### config.mk
export PLATFORM = sky130hd
export DESIGN_NAME = id_stage_flat
export DESIGN_NICKNAME = d
export VERILOG_FILES = /design/src/rtl/id_stage_if.sv /design/src/rtl/id_stage.sv /design/src/flat_wrapper.sv
export SDC_FILE = /design/constraint.sdc
export NUM_CORES = 1
export LEC_CHECK = 0
export ABC_AREA = 0
export CAP_MARGIN = 30
export CORE_MARGIN = 3
export CORE_UTILIZATION = 40
export DETAILED_ROUTE_END_ITERATION = 8
export HOLD_SLACK_MARGIN = 0.06
export PLACE_DENSITY = 0.86
export RECOVER_POWER = 50
export REMOVE_ABC_BUFFERS = 1
export SYNTH_ARGS = -nofsm -noshare
export SYNTH_HDL_FRONTEND = slang
export SYNTH_SLANG_ARGS = --single-unit
### constraint.sdc
create_clock -name clk -period 2.1 [get_ports clk]
set_clock_uncertainty 0.05 [all_clocks]
set_input_delay 0.42 -clock clk [delete_from_list [all_inputs] [get_ports clk]]
set_output_delay 0.42 -clock clk [all_outputs]
set_load 0.05 [all_outputs]
### src/rtl/id_stage_if.sv
// Fetch/execute handshake bundle around the decode stage.
// The stage uses the slave modport; the driving environment uses master.
interface id_stage_if #(
    parameter int XLEN = 32
);
    logic            if_valid;
    logic            if_ready;
    logic [31:0]     if_instr;
    logic [XLEN-1:0] if_pc;
    logic            flush;
    logic            ex_ready;
    logic            ex_valid;
    logic [4:0]      ex_rs1;
    logic [4:0]      ex_rs2;
    logic [4:0]      ex_rd;
    logic [XLEN-1:0] ex_imm;
    logic [XLEN-1:0] ex_pc;
    logic [6:0]      ex_opcode;
    logic [2:0]      ex_funct3;
    logic            ex_funct7_5;
    logic            ex_is_load;
    logic            ex_reg_write;
    logic            ex_illegal;
    logic [15:0]     stall_count;

    modport slave (
        input  if_valid, if_instr, if_pc, flush, ex_ready,
        output if_ready, ex_valid, ex_rs1, ex_rs2, ex_rd, ex_imm, ex_pc,
               ex_opcode, ex_funct3, ex_funct7_5, ex_is_load, ex_reg_write,
               ex_illegal, stall_count
    );

    modport master (
        output if_valid, if_instr, if_pc, flush, ex_ready,
        input  if_ready, ex_valid, ex_rs1, ex_rs2, ex_rd, ex_imm, ex_pc,
               ex_opcode, ex_funct3, ex_funct7_5, ex_is_load, ex_reg_write,
               ex_illegal, stall_count
    );
endinterface

### src/rtl/id_stage.sv
// RV32I decode stage: one-entry output register with valid/ready handshake,
// load-use bubble insertion and a saturating bubble counter.
module id_stage #(
    parameter int XLEN = 32
) (
    input  logic       clk,
    input  logic       rst_n,
    id_stage_if.slave  bus
);
    localparam logic [6:0] OP_R      = 7'b0110011;
    localparam logic [6:0] OP_IMM    = 7'b0010011;
    localparam logic [6:0] OP_LOAD   = 7'b0000011;
    localparam logic [6:0] OP_JALR   = 7'b1100111;
    localparam logic [6:0] OP_STORE  = 7'b0100011;
    localparam logic [6:0] OP_BRANCH = 7'b1100011;
    localparam logic [6:0] OP_LUI    = 7'b0110111;
    localparam logic [6:0] OP_AUIPC  = 7'b0010111;
    localparam logic [6:0] OP_JAL    = 7'b1101111;

    typedef enum logic {
        EMPTY = 1'b0,
        FULL  = 1'b1
    } state_t;

    typedef struct packed {
        logic [6:0]  opcode;
        logic [2:0]  funct3;
        logic        funct7_5;
        logic [4:0]  rs1;
        logic [4:0]  rs2;
        logic [4:0]  rd;
        logic [31:0] imm;
        logic        is_load;
        logic        reg_write;
        logic        illegal;
    } dec_t;

    // Unused register fields are forced to 0 so hazard compares need no format check.
    function automatic dec_t decode(input logic [31:0] instr);
        dec_t d;
        logic use_rs1;
        logic use_rs2;
        logic use_rd;
        d        = '0;
        use_rs1  = 1'b0;
        use_rs2  = 1'b0;
        use_rd   = 1'b0;
        d.opcode   = instr[6:0];
        d.funct3   = instr[14:12];
        d.funct7_5 = instr[30];
        case (instr[6:0])
            OP_R: begin
                use_rs1 = 1'b1; use_rs2 = 1'b1; use_rd = 1'b1;
                d.imm   = 32'd0;
            end
            OP_IMM, OP_LOAD, OP_JALR: begin
                use_rs1 = 1'b1; use_rd = 1'b1;
                d.imm   = {{20{instr[31]}}, instr[31:20]};
            end
            OP_STORE: begin
                use_rs1 = 1'b1; use_rs2 = 1'b1;
                d.imm   = {{20{instr[31]}}, instr[31:25], instr[11:7]};
            end
            OP_BRANCH: begin
                use_rs1 = 1'b1; use_rs2 = 1'b1;
                d.imm   = {{19{instr[31]}}, instr[31], instr[7], instr[30:25], instr[11:8], 1'b0};
            end
            OP_LUI, OP_AUIPC: begin
                use_rd  = 1'b1;
                d.imm   = {instr[31:12], 12'd0};
            end
            OP_JAL: begin
                use_rd  = 1'b1;
                d.imm   = {{11{instr[31]}}, instr[31], instr[19:12], instr[20], instr[30:21], 1'b0};
            end
            default: begin
                d.illegal = 1'b1;
                d.imm     = 32'd0;
            end
        endcase
        d.rs1       = use_rs1 ? instr[19:15] : 5'd0;
        d.rs2       = use_rs2 ? instr[24:20] : 5'd0;
        d.rd        = use_rd  ? instr[11:7]  : 5'd0;
        d.is_load   = (instr[6:0] == OP_LOAD);
        d.reg_write = (d.rd != 5'd0);
        return d;
    endfunction

    state_t          state_q, state_d;
    dec_t            dec_q, dec_d, in_dec_s;
    logic [XLEN-1:0] pc_q, pc_d;
    logic [15:0]     stall_q, stall_d;
    logic            hazard_s;
    logic            if_ready_s;
    logic            xfer_s;

    // Decode the incoming word and derive handshake / hazard conditions.
    always_comb begin
        in_dec_s   = decode(bus.if_instr);
        hazard_s   = (state_q == FULL) && dec_q.is_load && (dec_q.rd != 5'd0) && bus.if_valid &&
                     ((in_dec_s.rs1 == dec_q.rd) || (in_dec_s.rs2 == dec_q.rd));
        if_ready_s = ((state_q == EMPTY) || bus.ex_ready) && !hazard_s && !bus.flush;
        xfer_s     = bus.if_valid && if_ready_s;
    end

    // Next-state: flush wins, then transfer, then drain when execute consumes.
    always_comb begin
        state_d = state_q;
        dec_d   = dec_q;
        pc_d    = pc_q;
        stall_d = stall_q;
        if (bus.flush) begin
            state_d = EMPTY;
        end else if (xfer_s) begin
            state_d = FULL;
            dec_d   = in_dec_s;
            pc_d    = bus.if_pc;
        end else if (bus.ex_ready) begin
            state_d = EMPTY;
        end else begin
            state_d = state_q;
        end
        // A bubble is only inserted when the held load actually leaves.
        if (hazard_s && bus.ex_ready && !bus.flush && (stall_q != 16'hFFFF)) begin
            stall_d = stall_q + 16'd1;
        end else begin
            stall_d = stall_q;
        end
    end

    // Stage register and bubble counter.
    always_ff @(posedge clk or negedge rst_n) begin
        if (!rst_n) begin
            state_q <= EMPTY;
            dec_q   <= '0;
            pc_q    <= '0;
            stall_q <= 16'd0;
        end else begin
            state_q <= state_d;
            dec_q   <= dec_d;
            pc_q    <= pc_d;
            stall_q <= stall_d;
        end
    end

    assign bus.if_ready     = if_ready_s;
    assign bus.ex_valid     = (state_q == FULL);
    assign bus.ex_rs1       = dec_q.rs1;
    assign bus.ex_rs2       = dec_q.rs2;
    assign bus.ex_rd        = dec_q.rd;
    assign bus.ex_imm       = XLEN'($signed(dec_q.imm));
    assign bus.ex_pc        = pc_q;
    assign bus.ex_opcode    = dec_q.opcode;
    assign bus.ex_funct3    = dec_q.funct3;
    assign bus.ex_funct7_5  = dec_q.funct7_5;
    assign bus.ex_is_load   = dec_q.is_load;
    assign bus.ex_reg_write = dec_q.reg_write;
    assign bus.ex_illegal   = dec_q.illegal;
    assign bus.stall_count  = stall_q;
endmodule
### src/flat_wrapper.sv
// flat-port wrapper written by rule: the top's interface ports become plain ports
module id_stage_flat 
#(
    parameter int XLEN = 32
)
  (clk, rst_n, bus_if_valid, bus_if_instr, bus_if_pc, bus_flush, bus_ex_ready, bus_if_ready, bus_ex_valid, bus_ex_rs1, bus_ex_rs2, bus_ex_rd, bus_ex_imm, bus_ex_pc, bus_ex_opcode, bus_ex_funct3, bus_ex_funct7_5, bus_ex_is_load, bus_ex_reg_write, bus_ex_illegal, bus_stall_count);
  id_stage_if #(.XLEN(XLEN)) bus_i ();
  input  logic clk;
  input  logic rst_n;
  input wire logic [$bits(bus_i.if_valid)-1:0] bus_if_valid;
  input wire logic [$bits(bus_i.if_instr)-1:0] bus_if_instr;
  input wire logic [$bits(bus_i.if_pc)-1:0] bus_if_pc;
  input wire logic [$bits(bus_i.flush)-1:0] bus_flush;
  input wire logic [$bits(bus_i.ex_ready)-1:0] bus_ex_ready;
  output wire logic [$bits(bus_i.if_ready)-1:0] bus_if_ready;
  output wire logic [$bits(bus_i.ex_valid)-1:0] bus_ex_valid;
  output wire logic [$bits(bus_i.ex_rs1)-1:0] bus_ex_rs1;
  output wire logic [$bits(bus_i.ex_rs2)-1:0] bus_ex_rs2;
  output wire logic [$bits(bus_i.ex_rd)-1:0] bus_ex_rd;
  output wire logic [$bits(bus_i.ex_imm)-1:0] bus_ex_imm;
  output wire logic [$bits(bus_i.ex_pc)-1:0] bus_ex_pc;
  output wire logic [$bits(bus_i.ex_opcode)-1:0] bus_ex_opcode;
  output wire logic [$bits(bus_i.ex_funct3)-1:0] bus_ex_funct3;
  output wire logic [$bits(bus_i.ex_funct7_5)-1:0] bus_ex_funct7_5;
  output wire logic [$bits(bus_i.ex_is_load)-1:0] bus_ex_is_load;
  output wire logic [$bits(bus_i.ex_reg_write)-1:0] bus_ex_reg_write;
  output wire logic [$bits(bus_i.ex_illegal)-1:0] bus_ex_illegal;
  output wire logic [$bits(bus_i.stall_count)-1:0] bus_stall_count;
  assign bus_i.if_valid = bus_if_valid;
  assign bus_i.if_instr = bus_if_instr;
  assign bus_i.if_pc = bus_if_pc;
  assign bus_i.flush = bus_flush;
  assign bus_i.ex_ready = bus_ex_ready;
  assign bus_if_ready = bus_i.if_ready;
  assign bus_ex_valid = bus_i.ex_valid;
  assign bus_ex_rs1 = bus_i.ex_rs1;
  assign bus_ex_rs2 = bus_i.ex_rs2;
  assign bus_ex_rd = bus_i.ex_rd;
  assign bus_ex_imm = bus_i.ex_imm;
  assign bus_ex_pc = bus_i.ex_pc;
  assign bus_ex_opcode = bus_i.ex_opcode;
  assign bus_ex_funct3 = bus_i.ex_funct3;
  assign bus_ex_funct7_5 = bus_i.ex_funct7_5;
  assign bus_ex_is_load = bus_i.ex_is_load;
  assign bus_ex_reg_write = bus_i.ex_reg_write;
  assign bus_ex_illegal = bus_i.ex_illegal;
  assign bus_stall_count = bus_i.stall_count;
  id_stage #(.XLEN(XLEN)) u_core (.clk(clk), .rst_n(rst_n), .bus(bus_i));
endmodule
* Yosys cells after proc, flatten, opt, wreduce, memory -nomap -nowiden
Cells that the tools add are included.
** Operators by class
- Add/subtract/negate cells :: 1
- Equal/unequal tests :: 12
- Multiplexer cells :: 11
- Bitwise gates (word level) :: 2
- Reduce and logical (&&, ||, !) cells :: 24
** Operator list (count)
- one-hot mux 32 bit (5 select lines) :: 1
- equality test 7 x 6 -> 1 bit, second input constant :: 3
- equality test 7 bit, second input constant :: 3
- adder 16 x 1 -> 16 bit, second input constant :: 1
- != test 16 bit, second input constant :: 1
- 2-to-1 mux 5 bit :: 3
- equality test 7 x 5 -> 1 bit, second input constant :: 2
- equality test 5 bit :: 2
- logical AND 1 bit :: 10
- nonzero test 5 bit :: 2
- OR reduction 9 bit :: 1
- equality test 7 x 2 -> 1 bit, second input constant :: 1
- 2-to-1 mux 1 bit :: 7
- OR reduction 7 bit :: 1
- OR reduction 3 bit :: 2
- OR reduction 6 bit :: 1
- nonzero test 3 bit :: 1
- logical NOT 1 bit :: 2
- logical OR 1 bit :: 2
- inverter 1 bit :: 2
- AND reduction 2 bit :: 1
- OR reduction 2 bit :: 1
** Storage, ports and cells
- Bits in registers :: 110
- Bits of input ports :: 69
- Output and inout bits :: 111
- Word-level logic and storage cells :: 63

* Longest topological paths before layout
Gate-level depths: netlist of the first run.
- Depth in word-level cells :: 13
- Gate-level depth with buffers :: 10
- Depth with buffers taken out :: 7

* Least setup slack after synthesis of the first run
No wires, ideal clock.
- Path kind :: register to register
- Start point :: register u_core.dec_q, in the netlist u_core.bus.ex_rd[2]
- End point :: register u_core.stall_q[1] (netlist: u_core.bus.stall_count[1])
- Data arrival time :: 2423 ps
- Required time :: 1925 ps
- Slack :: -498 ps
- Cell stages (with the launch flop) :: 9
- Cell sequence :: dfrtp_1 -> buf_2 -> nor4bb_1 -> a31oi_1 -> o32a_2 -> nor4b_2 -> a41oi_2 -> a31oi_2 -> mux2_2
** On the way
- Longest elaborated chain between the ends :: 7
- Elaborated cells between the ends (all ways) :: 10
- Those cells by class :: 2 x eq/ne; 8 x reduce/logical
** RTL lines
- start: declaration :: RTL line id_stage.sv:90 : dec_t dec_q, dec_d, in_dec_s;
- start signal: assignment :: RTL line id_stage.sv:135 : dec_q <= '0;
- start signal: assignment :: RTL line id_stage.sv:140 : dec_q <= dec_d;
- nonzero test 5 bit :: RTL line id_stage.sv:100 : hazard_s = (state_q == FULL) && dec_q.is_load && (dec_q.rd != 5'd0) && bus.if_valid &&
- logical AND 1 bit (2 in a row) :: RTL line id_stage.sv:100
- logical AND 1 bit * :: RTL line id_stage.sv:100
- logical AND 1 bit * (3 in a row) :: RTL line id_stage.sv:124 : if (hazard_s && bus.ex_ready && !bus.flush && (stall_q != 16'hFFFF)) begin
- end signal: assignment :: RTL line id_stage.sv:142 : stall_q <= stall_d;
- end: declaration :: RTL line id_stage.sv:92 : logic [15:0] stall_q, stall_d;
Every way passes the cells marked *; elsewhere a longest branch is shown, timed or not.
A chain may end at the register's enable or synchronous reset.

* Worst setup path in the final report of the first run
- Start point :: register u_core.dec_q, in the netlist u_core.bus.ex_rd[0]
- End point :: register u_core.pc_q[3] (netlist: u_core.bus.ex_pc[3])
** On the way
- Longest elaborated chain between the ends :: 9
- Elaborated cells between the ends (all ways) :: 12
- Those cells by class :: 2 x eq/ne; 10 x reduce/logical
** RTL lines
- nonzero test 5 bit :: RTL line id_stage.sv:100
- logical AND 1 bit (2 in a row) :: RTL line id_stage.sv:100
- logical AND 1 bit * :: RTL line id_stage.sv:100
- logical NOT 1 bit * :: RTL line id_stage.sv:102 : if_ready_s = ((state_q == EMPTY) || bus.ex_ready) && !hazard_s && !bus.flush;
- logical AND 1 bit * (2 in a row) :: RTL line id_stage.sv:102
- logical AND 1 bit * :: RTL line id_stage.sv:103 : xfer_s = bus.if_valid && if_ready_s;
- AND reduction 2 bit (no source line) *
- end signal: assignment :: RTL line id_stage.sv:141 : pc_q <= pc_d;
- end: declaration :: RTL line id_stage.sv:91 : logic [XLEN-1:0] pc_q, pc_d;
Marked as above.

==> results of run 1 <==
[worst paths after layout]
| check | startpoint | endpoint |
|---|---|---|
| worst max-delay path | u_core.bus.ex_rd[0] | u_core.bus.ex_pc[3] |
| max in group asynchronous | rst_n | u_core.bus.ex_imm[21] |
| worst max register to register | u_core.bus.ex_rd[0] | u_core.bus.ex_pc[3] |
| worst min register to register | u_core.bus.stall_count[5] | u_core.bus.stall_count[5] |
| min in group asynchronous | rst_n | u_core.bus.ex_imm[26] |
| worst min-delay path | bus_if_instr[5] | u_core.bus.ex_opcode[5] |
[metrics by stage]
step | power, uW | instance area (sq um) | util (%)
global route | 6780 | 9070 | 74.6
global placement | 4450 | 7420 | 61.0
finish | 6580 | 9070 | 74.6
detailed placement | 4500 | 7420 | 61.0
CTS | 6510 | 8930 | 73.5
floorplan | 3630 | 4890 | -
[layout make-up]
| cell class | count | area, sq um | share of cell area [%] |
|---|---|---|---|
| Tap cell | 168 | 210 | 2.32 |
| Inverter | 25 | 93.8 | 1.03 |
| Clock buffer | 11 | 243 | 2.68 |
| Antenna cell | 2 | 5.00 | 0.0552 |
| Sequential cell | 110 | 2760 | 30.4 |
| Timing Repair Buffer | 281 | 2940 | 32.5 |
| Multi-Input combinational cell | 299 | 2780 | 30.6 |
| Clock inverter | 5 | 40.0 | 0.442 |
[per-layer routing]
| metal | GRT usage (%) | vias to the layer above |
|---|---|---|
| li1 | - | 2160 |
| met1 | 30.4 | 2490 |
| met2 | 47.5 | 307 |
| met3 | 7.22 | 83 |
| met4 | 16.6 | 0 |
| met5 | 0 | - |
[registers in the layout (all words and copies together) (netlist names)]
name / flops
u_core.bus.ex_illegal: 1
u_core.bus.ex_funct3: 3
u_core.bus.ex_reg_write: 1
u_core.bus.ex_funct7_5: 1
u_core.bus.ex_rs2: 5
u_core.bus.ex_rs1: 5
u_core.bus.ex_valid: 1
u_core.bus.ex_is_load: 1
u_core.bus.ex_rd: 5
u_core.bus.ex_imm: 32
u_core.bus.stall_count: 16
u_core.bus.ex_pc: 32
u_core.bus.ex_opcode: 7
[worst max-delay path, delay by kind of cell, from the launching register on]
kind | cells | cell delay, ps
simple gates | 3 | 730
buf+inv | 4 | 580
flops | 1 | 490
compound gates | 2 | 370
mux | 1 | 290
[where the power goes]
group / switching [uW] / internal [uW] / total [uW]
combinational: 1380 / 960 / 2340
clock: 856 / 852 / 1710
sequential: 183 / 2340 / 2530
[cells in the mapped netlist (3+ instances only)]
cell type  number
dfrtp_1       110
a21oi_1        50
mux2_2         43
nor2_1         42
nand3_1        26
o21ai_0        26
inv_1          25
nand2_1        17
xor2_1         14
buf_4           8
buf_2           7
xnor2_1         7
a31oi_1         5
and3_1          5
o211ai_1        5
a22oi_1         4
and2_1          4
buf_6           4
nor3_1          4
nor4bb_1        4
and3b_1         3
and4_1          3
clkbuf_1        3
mux2_4          3
nor3b_1         3
or2_2           3
[timing repair]
item / in CTS / in global routing
endpoints found under the hold margin: 29 / 0
buffers inserted: 28 / 3
hold buffers: 1 / 0
setup endpoints to repair: 112 / 122
cloned: 13 / 0
gates resized for setup: 238 / 57
pin swaps: 49 / 5
[cell families after synthesis]
family,Yosys count
and+or+nand+nor,127
DFF,110
AOI/OAI and AO/OA,103
buffers and inverters,48
muxes,47
xor gates and xnor gates,21
adders and majority gates,1
==> flow_metrics.py, run 1 <==
metrics = {
    "routing": {
        "avgViaCountPerCell": 5.59,
        "highest_layer": "met4",
        "route.met2.wl_microns": 10200,
        "wirelength_met1_microns": 7230,
        "firstDrtPassIters": 5,
        "num_vias": 5040,
        "drt_iter0_drc": 394,
        "ant_nets": 0,
        "routed_wl_microns": 19900,
        "wl_per_cell_microns": 22.1,
        "dr_wl_met3_microns": 1480,
        "drc": 0,
    },
    "die": {
        "fp.dieH_microns": 118,
        "num_io_pins": 180,
        "core_sq_um": 12200,
        "initial_utilization_pct": 41.5,
        "die_width_microns": 118,
        "num_rows": 40,
        "dieArea_sq_um": 14000,
    },
    "sta": {
        "hold_viol": 0,
        "maxSlewViolCount": 0,
        "min_period_over_period_pct": 126,
        "slew_headroom_pct": 44.3,
        "hold_slack_ps": 283,
        "fmax_ghz": 0.378,
        "tightest_slew_ps": 835,
        "period_minus_slack_ps": 2640,
        "final-setup-viol-count": 110,
        "fin_tns_setup_ps": -42400,
        "rsz0062_at_grt": "yes",
        "setup_slack_ps": -542,
    },
    "finish": {
        "area_growth_pct": 79.7,
        "final_common_cell": "clkdlybuf4s50_1",
        "layout_common_cells": "clkdlybuf4s50_1, dfrtp_1, buf_4, a21oi_1, mux2_2",
        "fillers": 743,
        "drive_gt1_share_pct": 41.6,
        "fin_cells": 901,
        "fin_nets": 796,
    },
    "global_routing": {
        "grt_pass1_wl_microns": 30300,
        "grt_use_total_pct": 27.6,
        "grt_max_degree": 57,
        "grt_antenna_before_repair": 2,
        "grt_overflow": 0,
        "grt_pass1_vias": 5611,
    },
    "clock_network": {
        "clock_sinks": 110,
        "cts_buffers": 9,
        "root_buffer": "clkbuf_16",
        "cts.clk_slew.worst_paths_ps": 80,
        "h-tree-depth": 3,
        "cts_tree": "done",
        "clockBufferDepth": 2,
        "clock_latency_ps": 360,
    },
    "power": {
        "p_per_area_nw_per_um2": 725,
        "leakage_uw": 0.00396,
        "peakVddDrop_uv": 488,
    },
    "synth": {
        "synth_seq_cells": 110,
        "synth-xor-area-share_pct": 3.64,
        "async_flop_share_pct": 100,
        "synth_cell_types": 50,
        "avgSynthCellArea_sq_um": 11.0,
        "synth_top_area_share_pct": 54.5,
        "yosys.area_share.simple_pct": 14.0,
        "synth-adder-area-share_pct": 0.248,
        "synth_top_family_by_area": "simple AND/OR/NAND/NOR gates",
        "seq_area_frac_synth_pct": 54.5,
        "synth_compound_gate_area_share_pct": 12.0,
        "synth_area_sq_um": 5050,
        "synth.top_cells.by_area": "dfrtp_1, mux2_2, a21oi_1",
        "yosys_warnings": 0,
        "synth_top_flop_cell": "dfrtp_1",
        "synth.area.mux_share_pct": 10.7,
        "netlist_instances": 457,
        "synth_top_area_cell": "dfrtp_1",
        "synth_edf_count": 0,
    },
    "worst_setup_path": {
        "r2r_cells": 10,
        "cp_slowest_stage_delay_ps": 490,
        "cpMostUsedCell": "buf_12",
        "reg2reg_slack_ps": -540,
        "path_cells": "nor4bb_4 > a31oi_1 > o32a_2 > buf_12 > nor4b_4 > nor3_4 > buf_6 > buf_12 > buf_16 > mux2_4",
        "worstSetupPathType": "reg -> reg",
        "crit_path_end_kind": "flop",
        "slowest_stage": "dfrtp_2",
        "critPathArrivalTime_ps": 2830,
        "required_ps": 2290,
        "crit_fanout": 7,
        "critPathLaunchType": "flop",
    },
    "min_path": {
        "hold_path.class": "in -> reg",
        "min_path_cells": 2,
    },
    "placed_design": {
        "port_buffers": 179,
        "placed_cells": 847,
        "routabilityCongestion": 0.938,
        "dp_slack_ps": -1020,
        "hpwlAfterDp_microns": 11400,
    },
    "run": {
        "maxCapViolations": 0,
    },
    "status": {
        "violations": "setup timing",
        "status": "complete, but fails checks",
    },
}
(Power assumes the default switching activity.)
==> inputs of run 2 (changes only) <==
--- a/config.mk
+++ b/config.mk
@@ -6,13 +6,13 @@
 export NUM_CORES = 1
 export LEC_CHECK = 0
 export ABC_AREA = 0
+export ABC_CLOCK_PERIOD_IN_PS = 3250
 export CAP_MARGIN = 30
 export CORE_MARGIN = 3
 export CORE_UTILIZATION = 40
 export DETAILED_ROUTE_END_ITERATION = 8
 export HOLD_SLACK_MARGIN = 0.06
-export PLACE_DENSITY = 0.86
-export RECOVER_POWER = 50
+export PLACE_DENSITY = 0.84
 export REMOVE_ABC_BUFFERS = 1
 export SYNTH_ARGS = -nofsm -noshare
 export SYNTH_HDL_FRONTEND = slang
==> constraint.sdc (replaced) <==
create_clock -name clk -period 3.25 [get_ports clk]
set_clock_uncertainty 0.05 [all_clocks]
set_input_delay 0.65 -clock clk [delete_from_list [all_inputs] [get_ports clk]]
set_output_delay 0.65 -clock clk [all_outputs]
set_load 0.05 [all_outputs]
==> run 2 against run 1 <==
Effect of this change: the run now ends clean; register-to-register slack better by 1300 ps; sequential share of layout area increased by 5.9 points; via count shrank 16%.
==> flow_metrics.py, run 2 (synthesis gave the netlist of run 1 again) <==
metrics = {
    "status": {
        "status": "finished, final reports clean",
    },
    "worst_setup_path": {
        "crit_family": "buffers and inverters",
        "worst-path-buf-inv": 2,
        "critPathLaunchType": "input pin",
        "worstSetupPathType": "in -> out",
        "reg2reg_slack_ps": 720,
        "critPathArrivalTime_ps": 2440,
        "cp_slowest_stage_delay_ps": 590,
        "slowest_stage": "clkdlybuf4s50_1",
        "path_cells": "clkdlybuf4s50_1 > nor4bb_2 > a31oi_1 > o32a_2 > nor3_2 > o21ai_1 > and2_4 > buf_12",
        "crit_path_end_kind": "output pin",
        "required_ps": 2550,
        "crit_fanout": 5,
    },
    "power": {
        "power_frac_comb_pct": 31.0,
        "switching_power_uw": 1370,
        "peakVddDrop_uv": 411,
        "intPower_uw": 2690,
        "clock_power_share_pct": 29.7,
        "netSwitchingFraction_pct": 33.7,
        "p_per_area_nw_per_um2": 536,
        "sequentialPowerShare_pct": 39.3,
        "leakage_uw": 0.00318,
    },
    "clock_network": {
        "cts.clk_slew.worst_paths_ps": 70,
        "cts_buffers": 9,
        "clock_latency_ps": 350,
        "root_buffer": "clkbuf_16",
        "clock_sinks": 110,
        "ctsHoldBuffers": 0,
        "cts_tree": "done",
        "clockBufferDepth": 2,
        "h-tree-depth": 3,
    },
    "global_routing": {
        "grt_antenna_before_repair": 0,
        "grt_pass1_vias": 4451,
        "grt_overflow": 0,
        "grt_pass1_wl_microns": 22400,
        "grt_max_degree": 50,
        "grt_use_total_pct": 19.9,
    },
    "routing": {
        "avgViaCountPerCell": 5.09,
        "routed_wl_microns": 13900,
        "drt_iter0_drc": 255,
        "wl_per_cell_microns": 16.7,
        "firstDrtPassIters": 4,
        "drc": 0,
        "num_vias": 4251,
        "ant_nets": 0,
    },
    "run": {
        "maxCapViolations": 0,
    },
    "sta": {
        "tightest_slew_ps": 644,
        "fin_tns_setup_ps": 0,
        "hold_slack_ps": 259,
        "period_minus_slack_ps": 3140,
        "setup_slack_ps": 108,
        "hold_viol": 0,
        "fmax_ghz": 0.318,
        "min_period_over_period_pct": 96.7,
        "rsz0062_at_grt": "no",
        "maxSlewViolCount": 0,
        "final-setup-viol-count": 0,
        "slew_headroom_pct": 57.1,
    },
    "finish": {
        "area_growth_pct": 50.3,
        "fillers": 966,
        "final_common_cell": "clkdlybuf4s50_1",
        "drive_gt1_share_pct": 17.7,
        "fin_cells": 835,
        "antenna_cells": 0,
        "layout_common_cells": "clkdlybuf4s50_1, dfrtp_1, a21oi_1, mux2_2, nor2_1",
        "fin_nets": 732,
        "regArea_sq_um": 2750,
        "multiInputGateArea_sq_um": 2070,
        "fin_area_sq_um": 7580,
    },
    "die": {
        "die_width_microns": 118,
        "fp.dieH_microns": 118,
        "num_rows": 40,
        "core_sq_um": 12200,
        "num_io_pins": 180,
        "dieArea_sq_um": 14000,
        "initial_utilization_pct": 41.5,
    },
    "placed_design": {
        "place_area_sq_um": 7220,
        "routabilityCongestion": 0.894,
        "hpwlAfterDp_microns": 10600,
        "port_buffers": 179,
        "placed_cells": 818,
        "dp_slack_ps": -210,
    },
    "min_path": {
        "hold_path.class": "in -> async",
    },
}
-- run 2: per-layer routing --
metal	global-route usage [%]	wire, microns	share of wire, %	up-vias
li1	-	-	-	2012
met1	24.9	5700	41	2044
met2	31.7	6640	48	168
met3	6.70	1200	8.6	27
met4	8.06	386	2.8	0
met5	0	0	0	-
-- run 2: power by group through the flow --
stage	registers [uW]	clock network (uW)	logic, uW
finish	1600	1210	1260
floorplan	2140	0	207
detailed placement	1630	0	1260
global route	1620	1310	1320
global placement	1620	0	1240
CTS	1600	1240	1270
-- run 2: metrics by stage --
stage          utilization (%)  total power, uW
4_1_cts                   62.0             4110
2_1_floorplan                -             2340
3_5_place_dp              59.3             2890
5_1_grt                   62.3             4250
3_3_place_gp              59.3             2860
6_report                  62.3             4060
-- run 2: worst paths after layout --
check,cells after the start,startpoint,endpoint
max reg2reg,9,u_core.bus.ex_rd[2],u_core.bus.stall_count[8]
min in group clk,1,u_core.bus.stall_count[9],u_core.bus.stall_count[9]
max in group asynchronous,2,rst_n,u_core.bus.ex_pc[28]
min,1,rst_n,u_core.bus.ex_pc[11]
min reg2reg,1,u_core.bus.stall_count[9],u_core.bus.stall_count[9]
max,8,bus_if_instr[18],bus_if_ready
-- run 2: cell type report --
class                   count  share of cell area, %
flip-flops and latches    110                   36.3
repair buffers            217                   28.1
multi-input cells         299                   27.3
clock buffers              11                   3.20
well taps                 168                   2.77
inverters                  25                   1.24
clock inverters             5                   1.16
-- run 2: what timing repair did --
| action | in CTS | in global routing |
|---|---|---|
| setup buffers | 0 | 1 |
| setup endpoints to repair | 1 | 1 |
| pin swaps | 2 | 1 |
| gates cloned | 0 | 0 |
| gates resized for setup | 7 | 8 |
==> inputs of run 3 (changes only) <==
--- a/config.mk
+++ b/config.mk
@@ -14,6 +14,7 @@
 export HOLD_SLACK_MARGIN = 0.06
 export PLACE_DENSITY = 0.84
 export REMOVE_ABC_BUFFERS = 1
+export SLEW_MARGIN = 20
 export SYNTH_ARGS = -nofsm -noshare
 export SYNTH_HDL_FRONTEND = slang
 export SYNTH_SLANG_ARGS = --single-unit
==> results of run 3 <==
The final DEF is identical to that of run 2; final timing and power are the same.
